`config.mk`:
```
export PLATFORM = sky130hd
export DESIGN_NAME = gshare_predictor
export DESIGN_NICKNAME = d
export VERILOG_FILES = /design/src/rtl/gshare_predictor.sv
export SDC_FILE = /design/constraint.sdc
export NUM_CORES = 1
export LEC_CHECK = 0
export ABC_AREA = 1
export ABC_CLOCK_PERIOD_IN_PS = 4500
export BUFFER_PORTS_ARGS = -buffer_cell sky130_fd_sc_hd__buf_2
export CAP_MARGIN = 20
export CORE_UTILIZATION = 50
export DETAILED_ROUTE_END_ITERATION = 6
export GPL_ROUTABILITY_DRIVEN = 0
export PLACE_DENSITY = 0.69
export SETUP_SLACK_MARGIN = 0.1
export SYNTH_ARGS = -nofsm -noshare
export SYNTH_HDL_FRONTEND = slang
export SYNTH_SLANG_ARGS = --single-unit
```
`constraint.sdc`:
```
create_clock -name clk -period 4.5 [get_ports clk]
set_input_delay 0.9 -clock clk [delete_from_list [all_inputs] [get_ports clk]]
set_output_delay 0.9 -clock clk [all_outputs]
set_load 0.05 [all_outputs]
```
`src/rtl/gshare_predictor.sv`:
```
`default_nettype none
// ============================================================================
// Module   : gshare_predictor
// Brief    : Gshare conditional-branch direction predictor (PC xor global
//            history into a table of saturating counters, with mispredict
//            recovery of the speculative history).
// Revision : 1.0 - initial release
// ============================================================================
module gshare_predictor #(
    parameter int PC_WIDTH  = 32,
    parameter int PHT_WIDTH = 6,
    parameter int GHR_WIDTH = 6,
    parameter int CTR_WIDTH = 2
) (
    input  logic                 clk,
    input  logic                 rst,
    input  logic                 lookup_valid,
    input  logic [PC_WIDTH-1:0]  lookup_pc,
    output logic                 pred_taken,
    output logic [PHT_WIDTH-1:0] pred_index,
    output logic [GHR_WIDTH-1:0] pred_ghr,
    input  logic                 update_valid,
    input  logic [PHT_WIDTH-1:0] update_index,
    input  logic                 update_taken,
    input  logic                 update_mispredict,
    input  logic [GHR_WIDTH-1:0] update_ghr,
    output logic [31:0]          mispredict_count
);

    localparam int                   c_pht_size = 1 << PHT_WIDTH;
    localparam logic [CTR_WIDTH-1:0] c_ctr_init = {1'b0, {(CTR_WIDTH-1){1'b1}}};
    localparam logic [CTR_WIDTH-1:0] c_ctr_max  = '1;

    logic [CTR_WIDTH-1:0] r_pht [c_pht_size];
    logic [GHR_WIDTH-1:0] r_ghr;
    logic [31:0]          r_mispredict_count;

    logic [PHT_WIDTH-1:0] w_hist_ext;
    logic [PHT_WIDTH-1:0] w_index;
    logic [GHR_WIDTH-1:0] w_ghr_shift;
    logic [GHR_WIDTH-1:0] w_ghr_recover;
    logic                 w_recover;
    logic                 w_unused_bits;

    generate
        if (GHR_WIDTH == PHT_WIDTH) begin : g_hist_full
            assign w_hist_ext = r_ghr;
        end else begin : g_hist_pad
            assign w_hist_ext = {{(PHT_WIDTH-GHR_WIDTH){1'b0}}, r_ghr};
        end
    endgenerate

    // Word-aligned PC bits hashed with history; the slice width makes the wrap implicit.
    assign w_index    = lookup_pc[PHT_WIDTH+1:2] ^ w_hist_ext;
    assign pred_index = w_index;
    assign pred_taken = r_pht[w_index][CTR_WIDTH-1];
    assign pred_ghr   = r_ghr;

    assign mispredict_count = r_mispredict_count;
    assign w_recover        = update_valid & update_mispredict;

    generate
        if (GHR_WIDTH == 1) begin : g_ghr_one
            assign w_ghr_shift   = pred_taken;
            assign w_ghr_recover = update_taken;
        end else begin : g_ghr_multi
            assign w_ghr_shift   = {r_ghr[GHR_WIDTH-2:0], pred_taken};
            assign w_ghr_recover = {update_ghr[GHR_WIDTH-2:0], update_taken};
        end
    endgenerate

    // High PC bits and the checkpoint MSB never influence the prediction.
    assign w_unused_bits = ^{lookup_pc, update_ghr};

    always_ff @(posedge clk) begin
        if (rst) begin
            for (int i = 0; i < c_pht_size; i++) begin
                r_pht[i] <= c_ctr_init;
            end
            r_ghr              <= '0;
            r_mispredict_count <= '0;
        end else begin
            if (update_valid) begin
                if (update_taken && (r_pht[update_index] != c_ctr_max)) begin
                    r_pht[update_index] <= r_pht[update_index] + CTR_WIDTH'(1);
                end else if (!update_taken && (r_pht[update_index] != '0)) begin
                    r_pht[update_index] <= r_pht[update_index] - CTR_WIDTH'(1);
                end
            end

            // A resolved mispredict discards any same-cycle speculative shift.
            if (w_recover) begin
                r_ghr <= w_ghr_recover;
            end else if (lookup_valid) begin
                r_ghr <= w_ghr_shift;
            end

            if (w_recover && (r_mispredict_count != 32'hFFFF_FFFF)) begin
                r_mispredict_count <= r_mispredict_count + 32'd1;
            end
        end
    end

endmodule
`default_nettype wire

```
==> flow_metrics.tcl, run 1 <==
set metrics [dict create \
    root_buffer "clkbuf_16" \
    post_cts_buffers 0 \
    clkPwrFrac_pct 38.8 \
    arrival_ns 2.85 \
    required_ns 3.60 \
    power_mw 3.75 \
    drt_iter0_drc 793 \
    ys_seq_elements 166 \
    path_max_fanout 17 \
    grtUsageMet1_pct 34.8 \
    grt_pass1_vias 8355 \
    finalNetCount 1443 \
    cts_hold_buf 0 \
    path_buf_inv 3 \
    worst_path_most_repeated_cell "nand3_1" \
    power.internal_mw 2.64 \
    area_delta_synth_final_pct 11.4 \
    seq_power_share_pct 45.1 \
    irDropWorstVdd_mv 0.311 \
    num_antenna_cells 0 \
    max_stage_delay_ns 0.62 \
    utilization_pct 56.7 \
    drive_above_1_share_pct 10.8 \
    grt_pass1_wl_um 42200 \
    tightest_slew_ns 0.936 \
    finalHoldViolCount 0 \
    ys.flop_type "edfxtp_1" \
    fin_area_um2 11000 \
    die_height_um 143 \
    setup.worst_path.end_class "primary output" \
    worst_setup_path_start_kind "input port" \
    async_flop_share_pct 0 \
    clkSinkCount 166 \
    synth_area_per_cell_um2 7.22 \
    netlist_area_um2 9880 \
    crit_type "input port to primary output" \
    synth_cell_type_count 30 \
    htreeDepth 4 \
    powerDensity_nw_per_um2 341 \
    placed_cells 1638 \
    synthCells 1369 \
    cp_cell_sequence "buf_2, xnor2_2, clkinv_1, nand3_1, nand3_1, nand3_1, nand3_1, nand3_1, nand2_1, buf_2" \
    switching_share_pct 29.5 \
    hp-class "flip-flop to flip-flop" \
    dpl_cell_area_um2 10400 \
    fin_crit_ns 3.75 \
    p_sw_mw 1.11 \
    cts_max_path_buffers 2 \
    drv_slew 0 \
    totalWireLength_um 26500 \
    n_fill_cell 1856 \
    period_share_pct 83.3 \
    grt_use_met2_pct 46.0 \
    final.setup_skew_ns 0.00847 \
    final_cells 1670 \
    drc 0 \
    cap_viol_max_count 0 \
    grt_busiest_layer "met2" \
    rows 51 \
    firstDrtPassIters 5 \
    syn-num-nets 1420 \
    grtUsageMet3_pct 4.24 \
    timing.slew.headroom_pct 37.6 \
    drtAntennaViolNets 0 \
    routed_via_density 5.50 \
    ctsResizeCount 0 \
    crit_family "buffers and inverters" \
    setup_viol 0 \
    coreArea_um2 19400 \
    start_util_pct 50.9 \
    synth_edf_count 128 \
    antenna_found_initial 0 \
    rsz0062_at_grt "false" \
    dieArea_um2 20300 \
    wl_per_cell_um 15.9 \
    outcome "complete, no violations" \
    fin_tns_setup_ns 0 \
    routed-via-count 9193 \
    ys_seq_area_share_pct 46.6 \
    numCtsBuffers 17 \
    p_leak_nw 4.59 \
    portBuffers 67 \
    combPwrFrac_pct 16.1 \
    overflow 0 \
    io_pins 95 \
    grt_max_degree 88 \
    cts_tree "built" \
    grt_usage_pct 27.2 \
    hpwl_um 16700 \
    critPathSlowestCell "clkinv_1" \
    fp.dieW_um 143 \
    yosysWarnings 0 \
    fmax_ghz 0.267 \
    clkLatencyLatePin_ns 0.43 \
    clkTransAtPathRegs_ns 0.07 \
]
[worst register-to-register path, cell delays in order (launching register included)]
cell and delay [ns]:
dfxtp_1 0.47, nand2_1 0.09, nor3_1 0.49, nand2_1 0.15, nor2_1 0.14, a21oi_1 0.09, inv_1 0.50, nor2_1 0.23
nand3_1 0.20, nor2_1 0.09, nand3_1 0.08, nand2_1 0.05, nor2_1 0.10
[cell usage in the layout (no fill, tap or decap), types with 16 or more instances in the layout]
| cell | count |
|---|---|
| nand4_1 | 72 |
| dfxtp_1 | 38 |
| clkbuf_16 | 17 |
| nand2_1 | 593 |
| buf_4 | 28 |
| nand3_1 | 115 |
| nor3_1 | 23 |
| o21ai_0 | 26 |
| nor3_2 | 16 |
| inv_1 | 83 |
| edfxtp_1 | 128 |
| buf_2 | 67 |
| nor2_1 | 100 |
| a21oi_1 | 31 |
[per-layer routing]
layer / vias up / wire [µm] / share of wire [%]
met5: - / 0 / 0
met4: 0 / 641 / 2.4
met3: 44 / 1910 / 7.2
met2: 334 / 12800 / 48
met1: 4282 / 11200 / 42
li1: 4533 / - / -
[per-stage QoR]
stage               worst slack [ns]  hold slack, ns
finish                         0.750           0.493
global route                   0.627           0.508
CTS                            0.732           0.494
detailed placement             0.626           0.482
global placement               0.665           0.471
floorplan                      0.813           0.697
[path summary, 6_finish.rpt]
kind / depth (start not counted) / slack, ns / endpoint / from
max reg2reg: 12 / 1.78 / mispredict_count[20] / mispredict_count[19]
max: 10 / 0.75 / pred_taken / lookup_pc[3]
min reg2reg: 1 / 0.49 / mispredict_count[11] / mispredict_count[11]
min: 1 / 0.49 / mispredict_count[11] / mispredict_count[11]
[synthesized netlist by cell type (2+ instances only)]
cell type / instances / area share (%)
nand2_1: 595 / 23
edfxtp_1: 128 / 39
nand3_1: 115 / 5.8
nor2_1: 100 / 3.8
inv_1: 83 / 3.2
nand4_1: 72 / 4.6
clkbuf_1: 51 / 1.9
dfxtp_1: 38 / 7.7
nor3_1: 32 / 1.6
a21oi_1: 31 / 1.6
o21ai_0: 26 / 1.3
buf_2: 25 / 1.3
xor2_1: 15 / 1.3
buf_6: 8 / 0.91
buf_1: 7 / 0.27
nor3_2: 7 / 0.71
nor4_1: 7 / 0.44
xnor2_1: 7 / 0.62
inv_2: 4 / 0.15
o211ai_1: 4 / 0.30
buf_4: 3 / 0.23
clkinv_1: 2 / 0.076
o221ai_1: 2 / 0.18
[registers in the layout, indices dropped and copies added (netlist names)]
name,flops
r_pht,128
mispredict_count,32
pred_ghr,6
[power by group through the flow]
stage	registers [mW]	clock network, mW	logic, mW
6_report	1.69	1.45	0.603
3_3_place_gp	1.72	0	0.592
4_1_cts	1.69	1.47	0.600
2_1_floorplan	1.73	0	0.409
3_5_place_dp	1.72	0	0.599
5_1_grt	1.69	1.53	0.661
[cells by family (layout without fill, tap and decap cells)]
group / Yosys count / count (layout) / share of synthesized area [%]
XOR/XNOR: 22 / 22 / 1.95
buffers and inverters: 183 / 219 / 7.99
AO/OA/AOI/OAI: 67 / 67 / 3.62
AND/OR/NAND/NOR: 930 / 930 / 39.7
adder cells (fa/ha/maj): 1 / 1 / 0.127
flip-flops: 166 / 166 / 46.6
[final cells by class]
class / count / area [µm²] / area share [%]
multi-input cells: 1020 / 4550 / 41.3
flip-flops and latches: 166 / 4600 / 41.8
clock buffers: 19 / 433 / 3.93
repair buffers: 98 / 606 / 5.50
well taps: 265 / 332 / 3.01
clock inverters: 13 / 146 / 1.33
inverters: 89 / 334 / 3.04
No activity file was read; power rests on OpenSTA's default activity.
==> inputs of run 2 (changes only) <==
Settings changed: ABC_AREA 1 to 0, ABC_CLOCK_PERIOD_IN_PS 4500 to 3100, PLACE_DENSITY 0.69 to 0.72.
Clock period 4.5 ns to 3.1 ns, I/O delays scaled along.
==> run 2 against run 1 <==
Net effect: the flow now finishes with violations (DRC, setup timing); global-route usage down 1.2 points; sequential cell count stayed put; clock skew rose by 0.0041 ns; combinational power grew 110%; sequential power grew 46%; die area shrank 5.6%; first-iteration DRC count increased by 14%; register-to-register slack lost 1.7 ns; routed wire length up 2.6%; sequential share of layout area decreased by 3.7 points; clock-buffer cell count is the same; utilization up 9.8 points; critical endpoint unchanged; highest routed layer unchanged.
==> flow_metrics.tcl, run 2 <==
set metrics [dict create \
    outcome "finished with violations" \
    violations "DRC, setup timing" \
    tightest_slew_ns 1.25 \
    grt_max_degree 41 \
    clkLatencyLatePin_ns 0.44 \
    irDropWorstVdd_mv 0.358 \
    overflow 0 \
    firstDrtPassIters 7 \
    setup.worst_path.end_class "primary output" \
    clkSinkCount 166 \
    clkTransAtPathRegs_ns 0.07 \
    routed-via-count 7695 \
    critPathSlowestCell "mux4_2" \
    start_util_pct 51.4 \
    fin_area_um2 12100 \
    htreeDepth 4 \
    coreArea_um2 18100 \
    synth_cell_type_count 65 \
    hpwl_um 16400 \
    cts_tree "built" \
    dieArea_um2 19200 \
    drtAntennaViolNets 0 \
    root_buffer "clkbuf_16" \
    finalHoldViolCount 0 \
    layout.cells.most_common_list "edfxtp_1 (128), nor2_1 (115), nand2_1 (83), buf_4 (80), a21o_1 (64)" \
    antenna_found_initial 0 \
    num_antenna_cells 0 \
    synth_top_cell_area_share_pct 41.2 \
    timing.slew.headroom_pct 16.8 \
    min-delay-start "update_ghr[0]" \
    synth_edf_count 128 \
    max_stage_delay_ns 0.55 \
    multi_input_area_um2 4850 \
    ys.flop_type "edfxtp_1" \
    rr_startpoint "r_pht[59][0]" \
    power_mw 5.78 \
    synth.cells.most_frequent "edfxtp_1 (128), nor2_1 (116), nand2_1 (83), a21o_1 (64), nor3_1 (50)" \
    top_register "r_pht" \
    fp.dieW_um 139 \
    cp_cell_sequence "xor2_4, buf_12, buf_16, mux4_2, a22o_1, a221oi_2, mux2i_1, mux2_4, buf_6" \
    grt_pass1_vias 6998 \
    syn-num-nets 899 \
    rsz0062_at_grt "true" \
    ys_seq_area_share_pct 49.4 \
    setup_viol 1 \
    synthCells 848 \
    finalNetCount 1024 \
    worst_slack_ns -0.346 \
    synth_top_cell_by_area "edfxtp_1" \
    async_flop_share_pct 0 \
    grt_pass1_wl_um 38300 \
    io_pins 95 \
    ys_seq_elements 166 \
    hp-class "input port to flip-flop" \
    largest_reg_flops 128 \
    synth_area_per_cell_um2 11.0 \
    drv_slew 0 \
    layout_commonest_cell "edfxtp_1" \
    grt_usage_pct 26.0 \
    routed_via_density 6.33 \
    whs_ns 0.455 \
    p_leak_nw 4.85 \
    rows 49 \
    powerDensity_nw_per_um2 478 \
    final.setup_skew_ns 0.0125 \
    cap_viol_max_count 0 \
    fmax_ghz 0.290 \
    yosysWarnings 0 \
    cts_hold_buf 0 \
    drive_above_1_share_pct 35.5 \
    numCtsBuffers 17 \
    drc 2 \
    synthTopCellsByArea "edfxtp_1 (41%), dfxtp_1 (8.2%), mux4_2 (5.6%), a21o_1 (5.2%), nor2_1 (4.7%)" \
    die_height_um 139 \
    crit_family "multiplexers" \
    yosysMostFrequentCell "edfxtp_1" \
    arrival_ns 2.83 \
    worst_setup_path_start_kind "flip-flop" \
    n_fill_cell 1311 \
    netlist_area_um2 9320 \
    path_max_fanout 7 \
    worstSetupStartpoint "pred_ghr[0]" \
    portBuffers 67 \
    area_delta_synth_final_pct 29.6 \
    wl_per_cell_um 22.4 \
    fin_crit_ns 3.45 \
    seq_area_um2 4610 \
    dpl_cell_area_um2 10400 \
    required_ns 2.48 \
    period_share_pct 111 \
    path_buf_inv 3 \
    crit_type "flip-flop to primary output" \
    drt_iter0_drc 902 \
    cts_max_path_buffers 2 \
    totalWireLength_um 27200 \
]
run 2: stage by stage:
step	util, %	TNS [ns]	setup WS, ns	cells
finish	66.6	-0.346	-0.346	1215
global route	66.6	-0.531	-0.400	1215
CTS	61.8	-0.363	-0.363	1193
detailed placement	57.5	-119.07	-0.567	1152
global placement	57.5	-112.41	-0.545	1152
floorplan	-	0	0.000817	848
run 2: per-layer routing:
layer | up-vias | global-route usage (%) | part of all wire, %
met1 | 3780 | 34.0 | 38
met2 | 442 | 42.8 | 50
met4 | 0 | 10.6 | 3.7
met5 | - | 0 | 0
li1 | 3397 | - | -
met3 | 76 | 4.73 | 8.3
run 2: area by class of cell:
class	instances	share of cell area, %
inverter	11	0.342
clock buffer	19	3.67
timing repair buffer	184	14.3
clock inverter	13	0.994
tap	229	2.37
sequential	166	38.2
multi-input combinational	593	40.1
run 2: worst reg2reg max path: stages, from the launching register on:
cell and delay (ns):
edfxtp_1 0.37, mux4_1 0.56, mux2i_2 0.22, o22ai_2 0.12, nor4_4 0.45, buf_4 0.19
o211ai_1 0.13, o31ai_4 0.13, buf_12 0.22, clkbuf_16 0.18, a21o_1 0.16
run 2: cell families (layout without fill, tap and decap cells):
family          after synthesis  count (layout)  synth area share, %
compound gates              135             135                 11.3
xor+xnor                     35              35                 3.37
fa+ha+maj                     1               1                0.134
buf+inv                      89             227                 5.30
flops                       166             166                 49.4
mux                          65              65                 11.2
simple gates                357             357                 19.3
run 2: what timing repair did:
item / in CTS / in global routing
resized for setup: 24 / 99
hold endpoints to repair: 0 / 0
pin swaps: 4 / 11
endpoints found under the setup margin: 253 / 182
setup buffers: 6 / 10
cloned: 3 / 12
run 2: path summary, 6_finish.rpt:
kind | to | slack [ns] | depth (start not counted)
setup / recovery | pred_taken | -0.35 | 9
hold / removal | pred_ghr[1] | 0.45 | 3
setup reg to reg | r_pht[16][1] | 0.09 | 10
hold reg to reg | mispredict_count[29] | 0.53 | 2
run 2: where the power goes:
part	switching, mW	internal (mW)
registers	0.0347	2.43
logic	0.714	0.550
clock network	0.914	1.14
total	1.66	4.12
==> inputs of run 3 (changes only) <==
Settings changed: PLACE_DENSITY 0.72 to default, PLACE_DENSITY_LB_ADDON from default to 0.25.
==> run 3 against run 2 <==
Net effect: the run still ends with DRC, setup timing left; first-iteration DRC count is 39% lower; clock power is 3% lower; clock skew is 0.00081 ns lower; clock-buffer cell count is 1 lower; largest power group unchanged; power is 3.5% lower.
==> flow_metrics.tcl, run 3 (synthesis gave the netlist of run 2 again) <==
set metrics [dict create \
    dieArea_um2 19200 \
    num_antenna_cells 0 \
    crit_type "flip-flop to primary output" \
    fmax_ghz 0.291 \
    post-place-ws_ns -0.487 \
    start_util_pct 51.4 \
    cts_max_path_buffers 2 \
    power.internal_mw 3.96 \
    coreArea_um2 18100 \
    clkSinkCount 166 \
    firstDrtPassIters 7 \
    drc 4 \
    grt_max_degree 42 \
    setup.worst_path.end_class "primary output" \
    cp_cell_sequence "xor2_4, buf_12, buf_16, mux4_2, a22o_1, a221oi_2, mux2i_1, mux2_4, buf_8" \
    htreeDepth 4 \
    clkTransAtPathRegs_ns 0.07 \
    wl_per_cell_um 21.3 \
    power_mw 5.58 \
    worst_setup_path_start_kind "flip-flop" \
    p_leak_nw 4.13 \
    numCtsBuffers 17 \
    layout.cells.most_common_list "edfxtp_1 (128), nor2_1 (115), nand2_1 (83), buf_4 (67), a21o_1 (64)" \
    area_delta_synth_final_pct 21.3 \
    outcome "finished with violations" \
    worstSetupStartpoint "pred_ghr[0]" \
    combPwrFrac_pct 20.0 \
    antenna_found_initial 0 \
    drtAntennaViolNets 0 \
    cts_tree "built" \
    portBuffers 67 \
    top_register "r_pht" \
    die_height_um 139 \
    clkPwrFrac_pct 35.7 \
    min-delay-start "update_ghr[4]" \
    path_max_fanout 7 \
    timing.slew.headroom_pct 42.0 \
    multi_input_area_um2 4420 \
    rr_startpoint "r_pht[59][0]" \
    drv_slew 0 \
    overflow 0 \
    drive_above_1_share_pct 30.1 \
    cap_viol_max_count 0 \
    totalWireLength_um 25300 \
    grt_usage_pct 26.5 \
    clkLatencyLatePin_ns 0.44 \
    max_stage_delay_ns 0.55 \
    hp-class "input port to flip-flop" \
    seq_area_um2 4610 \
    grt_pass1_wl_um 38900 \
    rows 49 \
    fp.dieW_um 139 \
    irDropWorstVdd_mv 0.374 \
    fin_crit_ns 3.44 \
    grt_pass1_vias 6983 \
    final.setup_skew_ns 0.0117 \
    tightest_slew_ns 0.869 \
    routed_via_density 6.10 \
    hpwl_um 16300 \
    layout_commonest_cell "edfxtp_1" \
    utilization_pct 62.3 \
    path_buf_inv 3 \
    cts_hold_buf 0 \
    root_buffer "clkbuf_16" \
    switching_share_pct 29.0 \
    dpl_cell_area_um2 10400 \
    critPathSlowestCell "mux4_2" \
    finalNetCount 1000 \
    worst_slack_ns -0.336 \
    drt_iter0_drc 548 \
    largest_reg_flops 128 \
    period_share_pct 111 \
    routed-via-count 7271 \
    arrival_ns 2.82 \
    n_fill_cell 1455 \
    io_pins 95 \
    crit_family "multiplexers" \
    setup_viol 1 \
    finalHoldViolCount 0 \
    rsz0062_at_grt "true" \
    fin_tns_setup_ns -0.336 \
    fin_area_um2 11300 \
    powerDensity_nw_per_um2 493 \
    p_sw_mw 1.62 \
    seq_power_share_pct 44.2 \
    violations "DRC, setup timing" \
    required_ns 2.48 \
]
run 3: through the flow:
| stage | instances | hold WS, ns |
|---|---|---|
| final | 1191 | 0.470 |
| after global routing | 1191 | 0.485 |
| after CTS | 1184 | 0.457 |
| after detailed placement | 1144 | 0.514 |
| after global placement | 1144 | 0.502 |
| after floorplan | 848 | 0.680 |
run 3: final cells by class:
class	instances	share of cell area, %
clock inverter	14	1.07
clock buffer	18	3.80
inverter	11	0.387
timing repair buffer	160	12.4
tap	229	2.53
sequential	166	40.8
multi-input combinational	593	39.1
run 3: worst register-to-register path, stage by stage (launching register included):
cell,delay (ns)
edfxtp_1,0.37
mux4_1,0.53
mux2i_1,0.30
o22ai_2,0.15
nor4_4,0.40
and2b_2,0.30
a22oi_4,0.19
buf_12,0.19
buf_16,0.20
nor3_2,0.08
run 3: power by group through the flow:
stage | registers [mW] | clock network, mW | logic, mW
final | 2.47 | 1.99 | 1.12
after CTS | 2.46 | 2.01 | 1.03
after global routing | 2.47 | 2.10 | 1.17
after floorplan | 2.53 | 0 | 0.620
after global placement | 2.51 | 0 | 0.930
after detailed placement | 2.51 | 0 | 0.934
run 3: worst paths after layout:
path	slack, ns	cells past startpoint	end
hold / removal	0.47	3	pred_ghr[5]
hold reg to reg	0.52	2	mispredict_count[29]
setup reg to reg	0.15	9	r_pht[29][1]
setup / recovery	-0.34	9	pred_taken
run 3: layer usage:
metal	vias up	part of all wire (%)	track usage, %
met5	-	0	0
met4	0	2.6	10.4
met3	55	7.4	4.70
met2	329	48	42.2
met1	3556	42	36.3
li1	3331	-	-
run 3: repair_timing:
item,in CTS,in global routing
endpoints found under the hold margin,0,0
cloned,4,2
gates resized for setup,21,21
buffers inserted,4,5
pin swaps,5,7
setup endpoints to repair,130,202
